[config.mk]
export PLATFORM = sky130hd
export DESIGN_NAME = md_unit
export DESIGN_NICKNAME = d
export VERILOG_FILES = /design/src/rtl/md_unit.sv
export SDC_FILE = /design/constraint.sdc
export NUM_CORES = 2
export LEC_CHECK = 0
export BUFFER_PORTS_ARGS = -buffer_cell sky130_fd_sc_hd__clkbuf_2
export CAP_MARGIN = 20
export CORE_ASPECT_RATIO = 0.6
export CORE_MARGIN = 2
export CORE_UTILIZATION = 25
export CTS_CLUSTER_SIZE = 10
export DETAILED_ROUTE_END_ITERATION = 10
export SLEW_MARGIN = 40
export SYNTH_ARGS = -nofsm -noshare
export SYNTH_HDL_FRONTEND = slang
export SYNTH_SLANG_ARGS = --single-unit
export TNS_END_PERCENT = 20
[constraint.sdc]
create_clock -name clk -period 9.7 [get_ports clk]
set_input_delay 0 -clock clk [delete_from_list [all_inputs] [get_ports clk]]
set_output_delay 0 -clock clk [all_outputs]
set_load 0.03 [all_outputs]
[src/rtl/md_unit.sv]
// Multiply/divide unit with architectural HI/LO registers.
// Multiplies retire three edges after issue; dividers run a 32-step radix-2 restoring loop.
module md_unit (
    input  logic        clk,
    input  logic        rst,
    input  logic [2:0]  MDOp,
    input  logic        ex_adv,
    input  logic [31:0] A,
    input  logic [31:0] B,
    input  logic        flush,
    output logic [31:0] HI,
    output logic [31:0] LO,
    output logic        isbusy
);

    localparam logic [2:0] OP_MULT  = 3'b001;
    localparam logic [2:0] OP_MULTU = 3'b010;
    localparam logic [2:0] OP_DIV   = 3'b011;
    localparam logic [2:0] OP_DIVU  = 3'b100;
    localparam logic [2:0] OP_MTHI  = 3'b101;
    localparam logic [2:0] OP_MTLO  = 3'b110;

    typedef enum logic [1:0] {
        ST_IDLE = 2'd0,
        ST_MUL  = 2'd1,
        ST_DIV  = 2'd2
    } state_t;

    function automatic logic [31:0] cneg32(input logic [31:0] v, input logic neg);
        return neg ? (32'd0 - v) : v;
    endfunction

    function automatic logic [63:0] cneg64(input logic [63:0] v, input logic neg);
        return neg ? (64'd0 - v) : v;
    endfunction

    state_t      state_r, state_s;
    logic [4:0]  cnt_r, cnt_s;
    logic [31:0] hi_r, hi_s;
    logic [31:0] lo_r, lo_s;
    logic [31:0] mag_a_r, mag_a_s;
    logic [31:0] mag_b_r, mag_b_s;
    logic [31:0] a_orig_r, a_orig_s;
    logic        neg_res_r, neg_res_s;
    logic        neg_rem_r, neg_rem_s;
    logic        div_zero_r, div_zero_s;
    logic [31:0] rem_r, rem_s;
    logic [31:0] quo_r, quo_s;

    logic        sgn_op_s;
    logic        a_neg_s;
    logic        b_neg_s;
    logic [63:0] prod_s;
    logic [32:0] shifted_s;
    logic [32:0] diff_s;
    logic        q_bit_s;
    logic [31:0] rem_step_s;
    logic [31:0] quo_step_s;

    // Operand sign decode, product and one restoring-division step.
    always_comb begin
        sgn_op_s   = (MDOp == OP_MULT) || (MDOp == OP_DIV);
        a_neg_s    = sgn_op_s & A[31];
        b_neg_s    = sgn_op_s & B[31];
        prod_s     = cneg64({32'd0, mag_a_r} * {32'd0, mag_b_r}, neg_res_r);
        shifted_s  = {rem_r, quo_r[31]};
        diff_s     = shifted_s - {1'b0, mag_b_r};
        q_bit_s    = ~diff_s[32];
        rem_step_s = q_bit_s ? diff_s[31:0] : shifted_s[31:0];
        quo_step_s = {quo_r[30:0], q_bit_s};
    end

    // Stall request: busy while an operation runs or one is being issued.
    always_comb begin
        isbusy = (state_r != ST_IDLE) |
                 (ex_adv & ~flush & (MDOp >= OP_MULT) & (MDOp <= OP_DIVU));
    end

    // Next-state, counter and HI/LO update logic.
    always_comb begin
        state_s    = state_r;
        cnt_s      = cnt_r;
        hi_s       = hi_r;
        lo_s       = lo_r;
        mag_a_s    = mag_a_r;
        mag_b_s    = mag_b_r;
        a_orig_s   = a_orig_r;
        neg_res_s  = neg_res_r;
        neg_rem_s  = neg_rem_r;
        div_zero_s = div_zero_r;
        rem_s      = rem_r;
        quo_s      = quo_r;

        if (flush) begin
            // Cancel outranks both completion and a new issue.
            state_s = ST_IDLE;
            cnt_s   = 5'd0;
        end else begin
            case (state_r)
                ST_IDLE: begin
                    if (ex_adv) begin
                        case (MDOp)
                            OP_MULT, OP_MULTU: begin
                                state_s   = ST_MUL;
                                cnt_s     = 5'd2;
                                mag_a_s   = cneg32(A, a_neg_s);
                                mag_b_s   = cneg32(B, b_neg_s);
                                neg_res_s = a_neg_s ^ b_neg_s;
                            end
                            OP_DIV, OP_DIVU: begin
                                state_s    = ST_DIV;
                                cnt_s      = 5'd31;
                                mag_a_s    = cneg32(A, a_neg_s);
                                mag_b_s    = cneg32(B, b_neg_s);
                                neg_res_s  = a_neg_s ^ b_neg_s;
                                neg_rem_s  = a_neg_s;
                                div_zero_s = (B == 32'd0);
                                a_orig_s   = A;
                                rem_s      = 32'd0;
                                quo_s      = cneg32(A, a_neg_s);
                            end
                            OP_MTHI: hi_s = A;
                            OP_MTLO: lo_s = A;
                            default: state_s = ST_IDLE;
                        endcase
                    end else begin
                        state_s = ST_IDLE;
                    end
                end
                ST_MUL: begin
                    if (cnt_r == 5'd0) begin
                        state_s = ST_IDLE;
                        hi_s    = prod_s[63:32];
                        lo_s    = prod_s[31:0];
                    end else begin
                        cnt_s = cnt_r - 5'd1;
                    end
                end
                ST_DIV: begin
                    rem_s = rem_step_s;
                    quo_s = quo_step_s;
                    if (cnt_r == 5'd0) begin
                        state_s = ST_IDLE;
                        // Divide-by-zero still runs the full loop but returns fixed values.
                        if (div_zero_r) begin
                            lo_s = 32'hFFFF_FFFF;
                            hi_s = a_orig_r;
                        end else begin
                            lo_s = cneg32(quo_step_s, neg_res_r);
                            hi_s = cneg32(rem_step_s, neg_rem_r);
                        end
                    end else begin
                        cnt_s = cnt_r - 5'd1;
                    end
                end
                default: begin
                    state_s = ST_IDLE;
                    cnt_s   = 5'd0;
                end
            endcase
        end
    end

    // State and datapath registers with synchronous reset.
    always_ff @(posedge clk) begin
        if (rst) begin
            state_r    <= ST_IDLE;
            cnt_r      <= 5'd0;
            hi_r       <= 32'd0;
            lo_r       <= 32'd0;
            mag_a_r    <= 32'd0;
            mag_b_r    <= 32'd0;
            a_orig_r   <= 32'd0;
            neg_res_r  <= 1'b0;
            neg_rem_r  <= 1'b0;
            div_zero_r <= 1'b0;
            rem_r      <= 32'd0;
            quo_r      <= 32'd0;
        end else begin
            state_r    <= state_s;
            cnt_r      <= cnt_s;
            hi_r       <= hi_s;
            lo_r       <= lo_s;
            mag_a_r    <= mag_a_s;
            mag_b_r    <= mag_b_s;
            a_orig_r   <= a_orig_s;
            neg_res_r  <= neg_res_s;
            neg_rem_r  <= neg_rem_s;
            div_zero_r <= div_zero_s;
            rem_r      <= rem_s;
            quo_r      <= quo_s;
        end
    end

    assign HI = hi_r;
    assign LO = lo_r;

endmodule

* Yosys cells after proc, flatten, opt, wreduce, memory -nomap -nowiden
Cells that the tools add are included.
** Operators by class
- Add/subtract/negate cells :: 7
- Magnitude comparators :: 2
- Bitwise logic cells :: 9
- Multipliers :: 1
- Eq/ne operators :: 18
- Muxes and demuxes :: 32
- Reductions and logical operators :: 20
** Operators by type and width (number)
- $mux W32 :: 19
- $pmux W32 S3 :: 2
- $pmux W32 S2 :: 2
- $sub A1 B32 Y32 const A :: 4
- $mul A32 B32 Y64 :: 1
- $mux W64 :: 1
- $sub A1 B64 Y64 const A :: 1
- $sub A33 B32 Y33 :: 1
- $logic_not A32 Y1 :: 1
- $pmux W5 S2 :: 2
- $reduce_and A4 Y1 :: 3
- $reduce_and A6 Y1 :: 2
- $mux W5 :: 2
- $reduce_or A2 Y1 :: 5
- $eq A3 B3 Y1 const B :: 3
- $ne A2 B1 Y1 const B :: 4
- $ne A2 B2 Y1 const B :: 4
- $eq A3 B2 Y1 const B :: 2
- $pmux W2 S3 :: 1
- $and A1 B1 Y1 :: 5
- $logic_not A5 Y1 :: 1
- $sub A5 B1 Y5 const B :: 1
- $mux W2 :: 2
- $pmux W2 S2 :: 1
- other kinds (17) :: 19
** Word-level totals
- Output and inout port bits :: 65
- Flip-flop bits (word level) :: 234

* Depth between registers and ports, before layout
- Depth after elaboration :: 7
- Mapped depth :: 31
- Gate-level depth less buffers :: 28

* Worst setup path before layout
OpenSTA, ideal clock, no wires.
- Path kind :: reg2reg
- From :: reg mag_b_r[8]
- To :: reg hi_r[26], in the netlist HI[26]
- Library setup time :: 74 ps
- Arrival time :: 8644 ps
- Data required time :: 9626 ps
- Buffers on the path :: 3
- Setup slack :: 982 ps
- Cell stages (with the launch flop) :: 28
- Path through :: dfxtp_1 > clkbuf_1 > nand2_1 > fa_1 > fa_1 > fa_1 > fa_1 > inv_1 > fa_1 > fa_1 > fa_1 > inv_1 > fa_1 > inv_1 > ha_1 > clkbuf_1 > nand4_1 > or4_1 > a2111oi_0 > a211oi_2 > xor2_1 > o2111ai_1 > or4_1 > buf_2 > nor4_4 > or4b_1 > a21o_1 > a31oi_1
** On the way
- Word-level cells in the longest chain between the ends :: 7
- Elaborated cells on any way between the ends :: 11
** RTL lines
- start: declaration :: line 42 : logic [31:0] mag_b_r, mag_b_s;
- start signal: assignment :: line 185 : mag_b_r <= mag_b_s;
- branches (longest 6 deep; another with $mul A32 B32 Y64)
- $pmux W32 S3 * :: line 99 : case (state_r)
- end signal: assignment :: line 182 : hi_r <= hi_s;
- end: declaration :: line 39 : logic [31:0] hi_r, hi_s;
Every way passes the cells marked *. The select of a mux whose other input is x is not followed.
A chain may end at the register's enable or synchronous reset.

* Final worst setup path
- From :: reg mag_a_r[5]
- To :: reg hi_r[21], in the netlist HI[21]
** On the way
- Word-level cells in the longest chain between the ends :: 5
** RTL lines
- start: declaration :: line 41 : logic [31:0] mag_a_r, mag_a_s;
- start signal: assignment :: line 184 : mag_a_r <= mag_a_s;
- $mul A32 B32 Y64 * :: line 65 : prod_s = cneg64({32'd0, mag_a_r} * {32'd0, mag_b_r}, neg_res_r);
- $sub A1 B64 Y64 :: line 34 : return neg ? (64'd0 - v) : v;
- $mux W64 * :: line 34
- $mux W32 * :: line 131 : if (cnt_r == 5'd0) begin
- $pmux W32 S3 * :: line 99
Every way passes the cells marked *; elsewhere a longest branch is shown, timed or not. The select of a mux whose other input is x is not followed.

==> key figures <==
Routing
  • # DRC: 0
  • DR vias: 45800
  • DRT Pass-1 Iters: 6
  • Drt first-iter violations: 4732
  • DR WL/cell: 20.1 um
  • Final WL: 184 mm
  • Final ANT Viol Nets: 0
  • Routed vias/inst: 4.99

Logic synthesis
  • Synth Flop Type: dfxtp_1
  • Synth unique cells: 106
  • Async set-reset flop share out of synthesis: 0%
  • Post-synthesis sequential area ratio: 9.06%
  • Gate Count Post-Synth: 6308
  • Syn Area/Cell: 8.20 sq um
  • Synth Net Count: 7582
  • Area of the mapped netlist: 0.0517 sq mm
  • Synth warn: 0
  • Post-synth EDFFs: 0
  • Yosys reg bits: 234

Die
  • Die height: 356 um
  • Die Wd: 591 um
  • Die area: 0.211 sq mm
  • Ports: 136
  • Initial core utilization: 25.1%
  • Core ar.: 0.206 sq mm
  • Num rows: 129

Job
  • Max-cap violations: 0

STA
  • Max Fclk: 106 MHz
  • Final number of max-transition violations: 0
  • Final hold vios: 0
  • Relative slew slack: 34.9%
  • Skew final: 48.9 ps
  • Setup-failing EPs final: 0
  • Final min period: 9420 ps
  • RSZ-0062 raised after global routing: false
  • Tcrit/Tclk final: 97.2%
  • Slew @ Worst Pin: 974 ps

Critical path
  • Critical Path Start Type: flop
  • Crit path kind: reg2reg
  • Crit-path max FO: 11
  • CP required: 10190 ps
  • Worst path slowest cell: a21boi_0
  • Arrival time worst endpoint: 9910 ps
  • Reg-to-Reg Start: mag_a_r[5]
  • CP max stage delay: 760 ps
  • Most frequent CP cell: fa_1
  • R2r endpoint: HI[21]
  • Register-to-register setup slack: 280 ps
  • Reg2reg path depth: 28
  • CP endpoint kind: flop

Layout
  • Area growth syn-to-layout: 13.3%
  • Final core occ: 28.5%
  • Final nets: 7693
  • Most common cell after layout, fill and taps aside: inv_1
  • Finished Cell Area: 0.0586 sq mm
  • Share of cells above drive strength 1: 8.25%
  • Final std cells w/o fill: 9189
  • Most frequent cells in the layout: inv_1, fa_1, nand2_1

Min path
  • WHS Endpoint: cnt_r[4]
  • Min-delay src: MDOp[1]
  • Hold Crit Depth: 6
  • HP Class: in2reg

Clock network
  • TritonCTS buffer count: 34
  • Clk slew on worst S/H paths: 70 ps
  • Clock buffer depth: 3
  • Worst skew pair latency: 600 ps
  • CTS tree: built
  • CTS sink count: 234
  • Htree depth: 2
  • CTS Root Cell: clkbuf_16

GRT
  • Vias in the first global route: 45400
  • First-pass GRT wire length: 285 mm
  • Antenna violations before repair: 5
  • Total congestion overflow: 0
  • Largest net degree at the start of global routing: 91
  • Global-route usage over all layers: 17.4%

Placed design
  • DP Area: 0.0564 sq mm
  • Dpl cells: 9022
  • Port Buffers: 135
  • Final HPWL DP: 152 mm
  • Gpl congestion: 0.945

Power
  • Pwr per Cell Area: 75.0 mW/mm^2
  • Worst vdd ir: 0.0956 mV
  • Static leakage: 26.3 nW

Status
  • Run status: finished, final reports clean
[Yosys cell counts, drive strengths merged, types with 39 or more instances]
master | number | area, sq um
clkbuf | 378 | 1420
a31oi | 48 | 300
nand2 | 842 | 3170
ha | 306 | 3830
a211oi | 101 | 786
dfxtp | 234 | 4680
nor2 | 352 | 1320
or3 | 46 | 294
nor3 | 74 | 387
xnor2 | 137 | 1200
mux2i | 39 | 390
o21ai | 237 | 1190
xor2 | 87 | 762
fa | 897 | 18000
nand4 | 41 | 272
o31ai | 48 | 360
a21o | 53 | 398
inv | 926 | 3480
nand3 | 54 | 275
and2 | 609 | 3810
a21oi | 317 | 1610
[metal layers]
layer  track usage, %  vias up  part of all wire [%]
met5                0        -                 0.041
met3             3.87      184                    10
li1                 -    20400                     -
met2             23.8     2185                    39
met1             27.2    23100                    48
met4             3.40        2                   2.1
[cell families after synthesis]
family / Yosys count / synth area share [%]
simple gates: 2198 / 20.9
buf+inv: 1335 / 9.78
fa+ha+maj: 1203 / 42.1
compound gates: 1068 / 13.4
flops: 234 / 9.06
xor+xnor: 224 / 3.79
mux: 46 / 0.907
[registers in the layout (all words and copies together) (netlist names), 2 cells and up]
name and flops:
HI 32, LO 32, mag_a_r 32, cnt_r 5
a_orig_r 32, quo_r 32, state_r 2, mag_b_r 32
rem_r 32
[critical path, delay by kind of cell (launching register included)]
family	cells	cell delay [ps]
and+or+nand+nor	4	1520
buffers and inverters	6	820
adders and majority gates	9	3920
AOI/OAI and AO/OA	8	2260
xor gates and xnor gates	1	230
DFF	1	550
[report_power, final]
part	switching [mW]	total, mW	internal [mW]	leakage [nW]
Combinational	1.35	2.09	0.742	23.9
Clock	0.549	1.25	0.703	0.504
Sequential	0.0637	1.06	0.993	1.91
[area by class of cell]
class	count	area, sq um
flip-flops and latches	234	4720
multi-input cells	4739	42100
diodes	1	2.50
well taps	2751	3440
fillers	21900	147000
clock buffers	46	936
inverters	927	3480
clock inverters	8	95.1
repair buffers	483	3830
[repair_timing]
| item | CTS | global route |
|---|---|---|
| gates resized for setup | 1 | 26 |
| setup endpoints to repair | 2 | 29 |
| pin swaps | 0 | 1 |
| hold endpoints to repair | 103 | 0 |
| setup buffers | 0 | 0 |
| hold buffers | 112 | 0 |
[worst max-delay path by stage]
stage,slack (ps),cells after the start,end,from
6_report,280,28,HI[21],mag_a_r[5]
5_1_grt,10,28,HI[21],mag_b_r[5]
4_1_cts,40,31,HI[21],mag_b_r[13]
3_5_place_dp,10,28,HI[21],mag_b_r[5]
3_3_place_gp,-7,27,HI[21],mag_b_r[5]
2_1_floorplan,980,27,HI[26],mag_b_r[8]
[through the flow]
step                total power, mW  setup WS (ps)  hold slack [ps]  TNS (ps)
floorplan                      2.29            982              136         0
global placement               3.04          -6.75              308     -6.75
detailed placement             3.07           14.5              326         0
CTS                            4.37           38.4              155         0
global route                   4.62           13.6              244         0
finish                         4.40            276              201         0
(Power assumes the default switching activity.)
